### src/rtl/adc_nibble2word.sv
`default_nettype none
// ============================================================================
// Module      : adc_nibble2word
// Description : Reassembles MSB-first ADC nibble slices into full samples for
//               all ports in parallel, with frame lock tracking.
// Revision    : 1.0 - initial release
// ============================================================================

module adc_nibble2word #(
    parameter  int PORTS            = 8,
    parameter  int NIBBLE_WIDTH     = 4,
    parameter  int NIBBLES_PER_WORD = 3,
    localparam int WORD_WIDTH       = NIBBLE_WIDTH * NIBBLES_PER_WORD
) (
    input  logic                                 clk,
    input  logic                                 rst,
    input  logic                                 nib_valid,
    input  logic                                 frame,
    input  logic [PORTS-1:0][NIBBLE_WIDTH-1:0]   nib_in,
    output logic [PORTS-1:0][WORD_WIDTH-1:0]     data_out,
    output logic                                 data_valid,
    output logic                                 locked,
    output logic                                 sync_err
);

    localparam int c_SHIFT_W = WORD_WIDTH - NIBBLE_WIDTH;
    localparam int c_CNT_W   = $clog2(NIBBLES_PER_WORD);

    localparam logic [c_CNT_W-1:0] c_CNT_ZERO = '0;
    localparam logic [c_CNT_W-1:0] c_CNT_ONE  = c_CNT_W'(1);
    localparam logic [c_CNT_W-1:0] c_CNT_LAST = c_CNT_W'(NIBBLES_PER_WORD - 1);

    localparam logic [0:0] c_ST_HUNT   = 1'b0;
    localparam logic [0:0] c_ST_LOCKED = 1'b1;

    logic [0:0]         r_state;
    logic [0:0]         w_state_nxt;
    logic [c_CNT_W-1:0] r_cnt;
    logic [c_CNT_W-1:0] w_cnt_nxt;

    logic w_load;   // first slice of a word: restart the shift registers
    logic w_shift;  // middle slice
    logic w_final;  // last slice: publish the word
    logic w_err;

    logic [c_SHIFT_W-1:0]                r_shreg [PORTS];
    logic [PORTS-1:0][WORD_WIDTH-1:0]    r_data;
    logic                                r_data_valid;
    logic                                r_locked;
    logic                                r_sync_err;

    // ------------------------------------------------------------------------
    // Framing state machine
    // ------------------------------------------------------------------------
    always_ff @(posedge clk) begin
        if (rst) begin
            r_state <= c_ST_HUNT;
            r_cnt   <= c_CNT_ZERO;
        end else begin
            r_state <= w_state_nxt;
            r_cnt   <= w_cnt_nxt;
        end
    end

    always_comb begin
        w_state_nxt = r_state;
        w_cnt_nxt   = r_cnt;
        w_load      = 1'b0;
        w_shift     = 1'b0;
        w_final     = 1'b0;
        w_err       = 1'b0;

        if (nib_valid) begin
            case (r_state)
                c_ST_HUNT: begin
                    if (frame) begin
                        w_load      = 1'b1;
                        w_cnt_nxt   = c_CNT_ONE;
                        w_state_nxt = c_ST_LOCKED;
                    end
                end
                default: begin
                    if (frame) begin
                        // An early frame restarts the word; lock is kept.
                        w_load    = 1'b1;
                        w_cnt_nxt = c_CNT_ONE;
                        w_err     = (r_cnt != c_CNT_ZERO);
                    end else if (r_cnt == c_CNT_ZERO) begin
                        w_err       = 1'b1;
                        w_cnt_nxt   = c_CNT_ZERO;
                        w_state_nxt = c_ST_HUNT;
                    end else if (r_cnt == c_CNT_LAST) begin
                        w_final   = 1'b1;
                        w_cnt_nxt = c_CNT_ZERO;
                    end else begin
                        w_shift   = 1'b1;
                        w_cnt_nxt = r_cnt + c_CNT_ONE;
                    end
                end
            endcase
        end
    end

    // ------------------------------------------------------------------------
    // Per-port shift registers and output word registers
    // ------------------------------------------------------------------------
    always_ff @(posedge clk) begin
        if (rst) begin
            for (int p = 0; p < PORTS; p++) begin
                r_shreg[p] <= '0;
            end
            r_data <= '0;
        end else begin
            for (int p = 0; p < PORTS; p++) begin
                if (w_load) begin
                    r_shreg[p] <= c_SHIFT_W'(nib_in[p]);
                end else if (w_shift) begin
                    r_shreg[p] <= (r_shreg[p] << NIBBLE_WIDTH) | c_SHIFT_W'(nib_in[p]);
                end
                if (w_final) begin
                    r_data[p] <= {r_shreg[p], nib_in[p]};
                end
            end
        end
    end

    always_ff @(posedge clk) begin
        if (rst) begin
            r_data_valid <= 1'b0;
            r_locked     <= 1'b0;
            r_sync_err   <= 1'b0;
        end else begin
            r_data_valid <= w_final;
            r_locked     <= (w_state_nxt == c_ST_LOCKED);
            r_sync_err   <= w_err;
        end
    end

    assign data_out   = r_data;
    assign data_valid = r_data_valid;
    assign locked     = r_locked;
    assign sync_err   = r_sync_err;

endmodule

`default_nettype wire

### config.mk
export PLATFORM = sky130hd
export DESIGN_NAME = adc_nibble2word
export DESIGN_NICKNAME = d
export VERILOG_FILES = /design/src/rtl/adc_nibble2word.sv
export SDC_FILE = /design/constraint.sdc
export NUM_CORES = 1
export LEC_CHECK = 0
export CORE_AREA = 2 2 114 116
export DETAILED_ROUTE_END_ITERATION = 10
export DIE_AREA = 0 0 116 118
export GPL_TIMING_DRIVEN = 0
export HOLD_SLACK_MARGIN = 0.12
export MAX_ROUTING_LAYER = met4
export PLACE_DENSITY = 0.95
export SLEW_MARGIN = 30
export SYNTH_ARGS = -nofsm -noshare
export SYNTH_HDL_FRONTEND = slang
export SYNTH_SLANG_ARGS = --single-unit
### constraint.sdc
create_clock -name clk -period 6.8 [get_ports clk]
set_clock_uncertainty 0.1 [all_clocks]
set_input_delay 1.02 -clock clk [delete_from_list [all_inputs] [get_ports clk]]
set_output_delay 1.02 -clock clk [all_outputs]
set_load 0.02 [all_outputs]
==> metrics.yaml <==
setup_path:
  path_cells: "clkbuf_1 > clkbuf_1 > a211o_4 > buf_12"
  max_stage_delay_ns: 0.46
  cpLargestDelayFamily: "buffers and inverters"
  crit_required_ns: 6.83
  slowest_stage: "clkbuf_1"
  crit_top_cell: "clkbuf_1"
  cp_max_fo: 32
  crit_buf_inv: 3
  critical_path_class: "input pin to register"
  cp-start-kind: "input pin"
  arrival_ns: 2.60
  crit_path_end_kind: "register"
clock_network:
  cts_buffer_depth: 2
  postCtsSetupBuffers: 0
  cts_tree: "done"
  htreeDepth: 4
  cts_sinks: 165
  cts_resized: 0
  numCtsBuffers: 17
  clk_pin_slew_worst_paths_ns: 0.07
  cts-hold-fix-buffers: 0
  insertion_delay_ns: 0.44
  cts-root-buf: "clkbuf_16"
logic_synthesis:
  synth_nets: 715
  synth_cells: 678
  synth_top_area_frac: 0.293
  yosys.area.top_type: "dfxtp_1"
  synth_ff_type: "dfxtp_1"
  ys_ff_latch: 165
  ys_types: 29
  yosysSeqAreaShare: 0.572
  syn_area_um2: 6900
  synth_edf_count: 64
  ys_top_cells_by_area: "dfxtp_1 29%, edfxtp_1 28%, o21ai_0 13%"
  async_flop_share: 0
  syn_avg_cell_area_um2: 10.2
  ys_warn_count: 0
timing:
  min_period_ns: 2.58
  drv_slew: 0
  setup_viol: 0
  relSlewSlack: 0.573
  fmax_ghz: 0.388
  tns_ns: 0
  tightestPinTransition_ns: 0.641
  post-route-period-util: 0.379
  hold_slack_ns: 0.411
  rsz0062_at_grt: "no"
  finalHoldViolCount: 0
placement:
  routabilityCongestion: 0.845
  dpl.cell_count: 982
  port_buffers: 131
  dp_hpwl_um: 12100
floorplan:
  die_w_um: 116
  io_pins: 135
  die_area_um2: 13700
  core-area_um2: 12400
  rows: 41
  dieHeight_um: 118
  start_util: 0.556
job:
  maxCapViolCount: 0
finish:
  syn2layout_area_growth_pct: 31.0
  final_nets: 866
  fin_util: 0.728
  diodes: 0
  drive_above_1_share: 0.0665
  layoutNonFillerInstCount: 1014
grt:
  antenna_found_initial: 0
  grt_max_degree: 33
  grt_overflow: 0
  groute.usage.overall: 0.275
  grt_pass1_wl_um: 27800
  grt_pass1_vias: 5301
drt:
  via_count: 5445
  vias_per_cell: 5.37
  wire_per_inst_um: 17.4
  drt-initial-drc-count: 536
  drtAntennaViolNets: 0
  drc: 0
  drt_pass1_iterations: 5
  totalWireLength_um: 17700
min_path:
  hold_class: "register to register"
power_and_ir_drop:
  peakVddDrop_uv: 127
  power_per_cell_area_nw_per_um2: 235
  p_leak_nw: 3.22
status:
  status: "complete, no violations"
==> cells by family after synthesis <==
| group | synth area share |
|---|---|
| DFF | 0.572 |
| adders and majority gates | 0.00181 |
| AOI/OAI and AO/OA | 0.135 |
| muxes | 0.0141 |
| and+or+nand+nor | 0.239 |
| buffers and inverters | 0.0381 |
==> cell usage in the layout (no fill, tap or decap), types with 3 or more instances in the layout <==
master / netlist / final
a21oi_1: 3 / 3
and2_1: 56 / 56
buf_6: 3 / 3
clkbuf_1: 48 / 48
clkbuf_16: 0 / 17
clkbuf_2: 4 / 4
clkdlybuf4s50_1: 0 / 131
clkinvlp_4: 0 / 5
dfxtp_1: 101 / 101
edfxtp_1: 64 / 64
inv_6: 0 / 4
mux2_2: 6 / 6
nand2b_1: 88 / 88
nor2b_1: 104 / 104
o21ai_0: 176 / 176
==> synth_stat cells (all sizes together), types with 2 or more instances <==
| cell | instances |
|---|---|
| a211o | 2 |
| a21oi | 3 |
| and2 | 56 |
| buf | 7 |
| clkbuf | 52 |
| dfxtp | 101 |
| edfxtp | 64 |
| mux2 | 8 |
| nand2 | 2 |
| nand2b | 89 |
| nor2 | 2 |
| nor2b | 104 |
| nor3 | 3 |
| o21ai | 177 |
==> cell type report <==
| class | count | area, µm² |
|---|---|---|
| fill | 917 | 3380 |
| clock inverter | 15 | 155 |
| sequential | 165 | 3940 |
| clock buffer | 17 | 425 |
| buffer | 59 | 259 |
| inverter | 1 | 3.75 |
| multi-input combinational | 453 | 2700 |
| timing repair buffer | 132 | 1330 |
| tap | 172 | 215 |
==> per-stage QoR <==
| stage | area [µm²] | worst slack, ns | total power, mW |
|---|---|---|---|
| after floorplan | 6900 | 3.44 | 1.14 |
| after global placement | 8430 | 2.59 | 1.19 |
| after detailed placement | 8450 | 3.80 | 1.19 |
| after CTS | 9030 | 4.25 | 2.12 |
| after global routing | 9030 | 4.13 | 2.18 |
| final | 9030 | 4.22 | 2.12 |
==> path summary, 6_finish.rpt <==
path / startpoint / endpoint / slack, ns / cells after the start
max reg2reg: locked / r_shreg[0][15] / 4.72 / 5
min reg2reg: r_shreg[1][5] / data_out[57] / 0.41 / 2
max: rst / r_shreg[0][0] / 4.22 / 4
min: r_shreg[1][5] / data_out[57] / 0.41 / 2
==> flip-flops by register name, indices dropped and copies added, names as in the netlist <==
name and count:
data_valid 1, r_shreg 64, sync_err 1, locked 1, data_out 96, r_cnt 2
==> power breakdown <==
| group | leakage, nW | switching (mW) | internal, mW |
|---|---|---|---|
| clock network | 0.270 | 0.407 | 0.542 |
| registers | 1.49 | 0.0141 | 1.05 |
| logic | 1.46 | 0.0604 | 0.0435 |
| total | 3.22 | 0.482 | 1.64 |
==> worst reg2reg max path, stage by stage (launching register included) <==
cell and delay (ns):
dfxtp_1 0.35, buf_4 0.17, nand3_1 0.12, nor3_2 0.34, clkbuf_1 0.55, and2_1 0.29
==> metal layers <==
metal,GRT usage,vias to the layer above,share of wire
li1,-,2571,-
met5,-,-,0
met3,0.0541,38,0.062
met2,0.424,218,0.49
met1,0.359,2618,0.42
met4,0.106,0,0.025
No activity file was read; power rests on OpenSTA's default activity.
